<file path="src/rtl/gray_counter.sv">
// gray_counter: registered up/down Gray counter with load, wrap/saturate and terminal-count flag
module gray_counter #(
  parameter int WIDTH = 4,
  parameter bit WRAP  = 1'b1
) (
  input  logic             clk,
  input  logic             rst,
  input  logic             en,
  input  logic             up,
  input  logic             load,
  input  logic [WIDTH-1:0] D,
  output logic [WIDTH-1:0] B,
  output logic [WIDTH-1:0] G,
  output logic             tc
);
  localparam logic [WIDTH-1:0] one = WIDTH'(1);
  logic [WIDTH-1:0] b_nxt, step;
  logic at_end, tc_nxt;
  always_comb begin
    at_end = up ? &B : ~|B;
    step   = up ? B + one : B - one;
    b_nxt  = rst ? '0 : load ? D : !en ? B : (at_end && !WRAP) ? B : step;
    tc_nxt = !rst && !load && en && at_end;
  end
  // G is encoded from next-state B so both outputs move on the same edge
  always_ff @(posedge clk) begin
    B  <= b_nxt;
    G  <= b_nxt ^ (b_nxt >> 1);
    tc <= tc_nxt;
  end
endmodule

</file>
<file path="config.mk">
export PLATFORM = sky130hd
export DESIGN_NAME = gray_counter
export DESIGN_NICKNAME = d
export VERILOG_FILES = /design/src/rtl/gray_counter.sv
export SDC_FILE = /design/constraint.sdc
export NUM_CORES = 1
export LEC_CHECK = 0
export ABC_AREA = 0
export CORE_AREA = 2 2 39 41
export CTS_BUF_LIST = sky130_fd_sc_hd__clkbuf_4
export DETAILED_ROUTE_END_ITERATION = 10
export DIE_AREA = 0 0 41 43
export PLACE_DENSITY = 0.7
export SLEW_MARGIN = 20
export SYNTH_ARGS = -nofsm -noshare
export SYNTH_HDL_FRONTEND = slang
export SYNTH_SLANG_ARGS = --single-unit
export TNS_END_PERCENT = 1
</file>
<file path="constraint.sdc">
create_clock -name clk -period 4.7 [get_ports clk]
set_input_delay 0.47 -clock clk [delete_from_list [all_inputs] [get_ports clk]]
set_output_delay 0.47 -clock clk [all_outputs]
set_load 0.1 [all_outputs]
</file>
---- Word-level counts from Yosys, hierarchy flattened ----
Index checks and enable logic that the tools add are counted.
storage, ports and cells
  register bits ........................... 9
  input port bits ......................... 9
  output and inout bits ................... 9
  word-level logic and storage cells ...... 19
cells by class
  $add $sub $neg .......................... 2
  mux-type cells .......................... 5
  bitwise operators ....................... 1
  reductions and logical operators ........ 8
operators by type and width
  operator                                          number
  2-to-1 mux 4 bit                                  4
  adder 4 x 1 -> 4 bit, second input constant       1
  AND reduction 4 bit                               1
  OR reduction 4 bit                                1
  subtractor 4 x 1 -> 4 bit, second input constant  1
  XOR 4 x 3 -> 4 bit                                1
  logical AND 1 bit                                 3
  zero test 1 bit                                   3
  2-to-1 mux 1 bit                                  1

---- Longest topological paths before layout ----
Gate-level depths: netlist of the first run.
  depth after elaboration ................. 6
  gate-level depth with buffers ........... 6

---- Worst setup path before layout of the first run ----
No wires, ideal clock.
  path type ............................... reg2reg
  from .................................... reg B[0]
  to ...................................... reg G[2]
  library setup time ...................... 0.121 ns
  arrival time ............................ 2.432 ns
  path slack .............................. 2.146 ns
  stages on the path, launching flop included .. 7
  cells stage by stage .................... dfxtp_1 -> inv_1 -> fa_1 -> xnor2_1 -> a211oi_1 -> nor3_1 -> mux2_4
between the ends
  word-level cells in the longest chain between the ends .. 6
  elaborated cells between the ends (all ways) .. 7
  classes of those cells .................. add/sub (2); mux (4); bitwise (1)
RTL lines
  what                                                               RTL line  RTL
  from (decl)                                                        12        output logic [WIDTH-1:0] B,
  from (signal assigned)                                             27        B <= b_nxt;
  subtractor 4 x 1 -> 4 bit or adder 4 x 1 -> 4 bit (tied branches)  21        step = up ? B + one : B - one;
  2-to-1 mux 4 bit (*)                                               21
  2-to-1 mux 4 bit (*) (3 in a row)                                  22        b_nxt = rst ? '0 : load ? D : !en ? B : (at_end && !WRAP) ? B : step;
  via b_nxt[2]                                                       17        logic [WIDTH-1:0] b_nxt, step;
  XOR 4 x 3 -> 4 bit (*)                                             28        G <= b_nxt ^ (b_nxt >> 1);
  to (signal assigned)                                               28
  to (decl)                                                          13        output logic [WIDTH-1:0] G,
Mark *: on every way through the listed nets, which the timed path passes. The rest lies on a longest branch.

---- Worst setup path after layout of the first run ----
  from .................................... reg B[3]
  to ...................................... out B[3]
No word-level cell between the ends.

==> results_dict.tcl, run 1 <==
set metrics [dict create \
    critPathBufInv 1 \
    pin_count 18 \
    busiest_layer "met2" \
    die_area_sq_um 1763 \
    core-area_sq_um 1384 \
    drtAntennaViolNets 0 \
    first_pass_iters 3 \
    netlist_instances 53 \
    drv_cap 0 \
    grtUsageMet1_pct 16.29 \
    cts_inserted_buffers 3 \
    io_buffer_count 17 \
    yosys_warnings 0 \
    startpoint_type "flop" \
    start_util_pct 36.62 \
    status "completed" \
    met3_usage_pct 7.853 \
    root_buffer "clkbuf_4" \
    track_usage_pct 13.61 \
    total_leakage_power_nw 0.2980 \
    finalWeightedCongestion 0.7097 \
    fin_skew_ps 6.088 \
    grt_antenna_before_repair 0 \
    overflow 0 \
    setup_violations 0 \
    arrival_ps 1900 \
    drt_iter0_drc 9 \
    cts_tree "done" \
    cpLargestDelayFamily "buffers and inverters" \
    grt_pass1_wl_mm 1.566 \
    slowest_stage "clkdlybuf4s50_1" \
    n_antenna_cell 0 \
    path_clk_slew_ps 50 \
    drv_slew 0 \
    ys_seq_elements 8 \
    holdBufCountCts 0 \
    grt_max_degree 13 \
    min_path_type "flop to flop" \
    vias 440 \
    ir_drop_mv 0.1518 \
    avgSynthCellArea_sq_um 9.561 \
    yosysTopAreaCell "dfxtp_1" \
    syn_area_sq_um 506.7 \
    crit_required_ps 4230 \
    worstSetupPathType "flop to primary output" \
    fin_nets 84 \
    ys_seq_area_share_pct 31.60 \
    dp_cells 83 \
    die_h_um 43 \
    cts.sinks 8 \
    end_kind "primary output" \
    clock_latency_ps 260 \
    p_per_area_nw_per_um2 358.1 \
    rsz0062_at_grt "false" \
    cts_setup_buffers 0 \
    worstPathCellList "clkdlybuf4s50_1" \
    fin_crit_ps 2367 \
    syn-num-nets 65 \
    areaGrowthSynthToFinish_pct 38.27 \
    grt_pass1_vias 378 \
    netlist.area_leader.share_pct 31.60 \
    cts_buffer_depth 2 \
    worstMarginPinSlew_ps 961.7 \
    wl_mm 1.013 \
    layout-drive-gt1-share_pct 11.43 \
    post_cts_resized 0 \
    slowest_delay_ps 1180 \
    slew-limit-headroom_pct 35.68 \
    rows 14 \
    period_share_pct 50.36 \
    fmax_ghz 0.4225 \
    layoutNonFillerInstCount 86 \
    synth_cell_types 35 \
    yosys-top-cells-area "dfxtp_1, ha_1, fa_1" \
    post-dp-hpwl_um 771 \
    ctsHtreeMaxLevel 1 \
    use_met2_pct 19.06 \
    fin_tns_setup_ps 0 \
    wire_per_inst_um 11.78 \
    die_w_um 41 \
    cp_max_fo 9 \
    route.detailed.drc 0 \
    hold_viol 0 \
    via_per_inst 5.116 \
]
-- stage by stage --
step	hold slack (ps)	instance area [sq um]	power (mW)	setup slack, ps	util (%)
floorplan	539.4	506.7	0.1731	2146	-
global placement	596.3	678.2	0.1997	2141	49.01
detailed placement	600.3	678.2	0.2006	2110	49.01
CTS	604.1	700.7	0.2534	2319	50.63
global route	656.4	700.7	0.2661	2251	50.63
finish	588.8	700.7	0.2509	2333	50.63
-- cell families (layout without fill, tap and decap cells) --
kind of cell | Yosys count | in the layout | share of synthesized area (%)
xor gates and xnor gates | 3 | 3 | 5.186
DFF | 8 | 8 | 31.60
AOI/OAI and AO/OA | 10 | 10 | 15.06
buffers and inverters | 8 | 25 | 7.406
muxes | 4 | 4 | 9.135
and+or+nand+nor | 17 | 17 | 22.72
adders and majority gates | 3 | 3 | 8.888
-- cell usage after synthesis, drive strengths merged --
| master | instances |
|---|---|
| a211oi | 1 |
| a21o | 1 |
| a21oi | 1 |
| a221o | 1 |
| a22oi | 1 |
| a31oi | 2 |
| and2b | 1 |
| and3 | 1 |
| buf | 2 |
| clkbuf | 1 |
| dfxtp | 8 |
| fa | 1 |
| ha | 2 |
| inv | 5 |
| mux2 | 2 |
| mux2i | 2 |
| nand2b | 1 |
| nand3 | 2 |
| nand3b | 1 |
| nor2 | 3 |
| nor2b | 1 |
| nor3 | 1 |
| nor3b | 1 |
| nor4b | 1 |
| nor4bb | 1 |
| o211ai | 1 |
| o21ba | 1 |
| o2bb2ai | 1 |
| or2 | 1 |
| or4 | 1 |
| or4b | 1 |
| xnor2 | 2 |
| xor2 | 1 |
-- sequential cells by signal (all words and copies together) (netlist names) --
signal / flops
tc: 1
B: 4
G: 3
-- final cells by class --
cell class	instances	area (sq um)
inverters	5	18.77
fillers	135	683.2
repair buffers	17	170.2
well taps	16	20.02
flip-flops and latches	8	160.2
clock buffers	3	22.52
multi-input cells	37	309.0
-- placed cells by master, fill, tap and decap left out --
cell type,instances
nand3_1,1
nand3_2,1
nor4bb_1,1
nand3b_1,1
or4b_1,1
mux2i_1,2
xor2_1,1
or2_2,1
mux2_2,1
nor3_1,1
a22oi_1,1
nand2b_1,1
nor4b_1,1
ha_1,2
mux2_4,1
o21ba_2,1
nor2b_1,1
and3_1,1
nor2_1,3
a31oi_1,2
clkbuf_4,3
a221o_1,1
or4_1,1
a21o_1,1
a211oi_1,1
inv_1,5
dfxtp_1,8
o211ai_1,1
fa_1,1
xnor2_1,2
clkdlybuf4s50_1,17
o2bb2ai_1,1
and2b_1,1
nor3b_1,1
a21oi_1,1
-- tightest hold or removal path, cell delays in order, from the launching register on --
cell and delay (ps):
dfxtp_1 340, a31oi_1 140, nor4b_1 60
-- routing by layer --
metal  part of all wire (%)  vias up
li1                       -      229
met1                     46      195
met2                     46       14
met3                    7.7        2
met4                   0.69        0
met5                      0        -
-- power by group --
group | internal (mW) | switching, mW
Sequential | 0.0753 | 0.00598
Clock | 0.0292 | 0.0232
Combinational | 0.0369 | 0.0802
Total | 0.141 | 0.109
-- final timing paths --
path / start / to / slack, ps / cells after the start
max: B[3]$_DFF_P_ / B[3] / 2330 / 1
min: B[1]$_DFF_P_ / tc$_DFF_P_ / 590 / 2
max reg2reg: B[0]$_DFF_P_ / G[1]$_DFF_P_ / 2670 / 6
min reg2reg: B[1]$_DFF_P_ / tc$_DFF_P_ / 590 / 2
Note: power is estimated with default switching activity, not from simulation.
==> run 2, diff against run 1 <==
==> constraint.sdc (replaced) <==
create_clock -name clk -period 2.3 [get_ports clk]
set_input_delay 0.23 -clock clk [delete_from_list [all_inputs] [get_ports clk]]
set_output_delay 0.23 -clock clk [all_outputs]
set_load 0.1 [all_outputs]
==> run 2 against run 1 <==
Sequential share of layout area decreased by 0.075 points. Worst hold slack got worse by 3.2 ps. Flip-flop and latch count unchanged. Die area unchanged. Critical path type is now input port to flop. Largest cell class unchanged.
==> results_dict.tcl, run 2 (synthesized netlist as in run 1, its figures left out) <==
set metrics [dict create \
    post_cts_resized 0 \
    final_common_cell "buf_4" \
    finalWeightedCongestion 0.8114 \
    crit_required_ps 2440 \
    setup_ws_ps 384.0 \
    die_h_um 43 \
    final_cell_mix "buf_4, clkdlybuf4s50_1, dfxtp_1, inv_1" \
    cp_max_fo 4 \
    drt_iter0_drc 2 \
    rows 14 \
    via_per_inst 5.033 \
    overflow 0 \
    fmax_ghz 0.5219 \
    die_w_um 41 \
    fin_tns_setup_ps 0 \
    cts_setup_buffers 0 \
    regToRegSetupSlack_ps 410 \
    fillers 134 \
    crit_start "up" \
    root_buffer "clkbuf_4" \
    fin_nets 89 \
    min_path_type "flop to flop" \
    grt_max_degree 12 \
    clock_latency_ps 250 \
    regMostFlops "B" \
    core-area_sq_um 1384 \
    reg2reg_to "G[2]$_DFF_P_" \
    worstMarginPinSlew_ps 323.8 \
    grt_pass1_wl_mm 1.863 \
    die_area_sq_um 1763 \
    slew-limit-headroom_pct 78.11 \
    holdBufCountCts 0 \
    end_kind "flop" \
    start_util_pct 36.62 \
    io_buffer_count 17 \
    placed_cell_area_sq_um 696.9 \
    p_comb_share_pct 47.4 \
    post-dp-hpwl_um 867.5 \
    cts.sinks 8 \
    cts_buffer_depth 2 \
    wl_mm 1.082 \
    worstSetupPathType "input port to flop" \
    final_area_sq_um 719.4 \
    areaGrowthSynthToFinish_pct 41.98 \
    n_antenna_cell 0 \
    p_sw_share_pct 43.47 \
    dp_slack_ps 118.8 \
    period_share_pct 83.31 \
    track_usage_pct 16.28 \
    p_sw_uw 224.8 \
    internal_power_uw 292.3 \
    finalPower_uw 517.1 \
    drv_cap 0 \
    path_clk_slew_ps 50 \
    largest_reg_flops 4 \
    seqPwrFrac_pct 32.4 \
    startpoint_type "input port" \
    ir_drop_mv 0.3440 \
    reg2reg_from "B[0]$_DFF_P_" \
    drtAntennaViolNets 0 \
    fin_skew_ps 3.092 \
    pin_count 18 \
    vias 458 \
    reg2reg_depth 6 \
    grt_pass1_vias 454 \
    total_leakage_power_nw 0.3362 \
    cts_inserted_buffers 3 \
    reg_top3 "B: 4 flops, G: 3 flops, tc: 1 flops" \
    p_per_area_nw_per_um2 718.8 \
    layout-drive-gt1-share_pct 33.33 \
    clockPowerShare_pct 20.2 \
    drv_slew 0 \
    rsz0062_at_grt "false" \
    hold_viol 0 \
    cts_tree "done" \
    fin_crit_ps 1916 \
    ctsHtreeMaxLevel 1 \
    whs_ps 585.6 \
    setup_violations 0 \
    arrival_ps 2060 \
    setup.worst_path.end "G[2]$_DFF_P_" \
    grt_antenna_before_repair 0 \
    wire_per_inst_um 11.89 \
    first_pass_iters 4 \
    status "completed" \
    route.detailed.drc 0 \
]
run 2: changes by cell type in the layout (fill, tap and decap cells not counted), sizes merged:
cell           before  now
clkdlybuf4s50      17    8
buf                 0   14
run 2: cell type report:
type / instances / area (sq um) / area share [%]
clock buffer: 3 / 22.52 / 3.130
inverter: 5 / 18.77 / 2.609
multi-input combinational: 37 / 309.0 / 42.96
sequential: 8 / 163.9 / 22.78
tap: 16 / 20.02 / 2.783
timing repair buffer: 22 / 185.2 / 25.74
run 2: routing by layer:
layer / track usage, % / up-vias / share of wire, % / wire length, um
li1: - / 238 / - / -
met1: 19.03 / 206 / 45 / 489
met2: 22.19 / 12 / 49 / 531
met3: 7.330 / 2 / 4.8 / 52
met4: 12.00 / 0 / 0.74 / 8
met5: 0 / - / 0 / 0
run 2: worst max-delay path, cell delays in order:
cell and delay [ps]:
clkdlybuf4s50_1 530, inv_1 80, ha_1 300, a21o_1 160, a221o_1 370, nand3_2 90, mux2_4 290
run 2: stage by stage:
stage	utilization, %	std cells
after floorplan	-	53
after global placement	50.36	88
after detailed placement	50.36	88
after CTS	51.99	91
after global routing	51.99	91
final	51.99	91
run 2: worst min-delay path by stage:
stage	slack (ps)	end	from	cells past startpoint
after floorplan	300	B[3]$_DFF_P_	rst	1
after global placement	580	tc$_DFF_P_	B[1]$_DFF_P_	2
after detailed placement	590	tc$_DFF_P_	B[1]$_DFF_P_	2
after CTS	590	tc$_DFF_P_	B[1]$_DFF_P_	2
after global routing	640	B[0]$_DFF_P_	D[0]	3
final	590	tc$_DFF_P_	B[1]$_DFF_P_	2
run 2: power groups by stage:
stage / logic, mW / registers, mW / clock network, mW
floorplan: 0.0779 / 0.277 / 0
global placement: 0.244 / 0.170 / 0
detailed placement: 0.246 / 0.171 / 0
CTS: 0.246 / 0.168 / 0.109
global route: 0.259 / 0.171 / 0.117
finish: 0.245 / 0.168 / 0.104
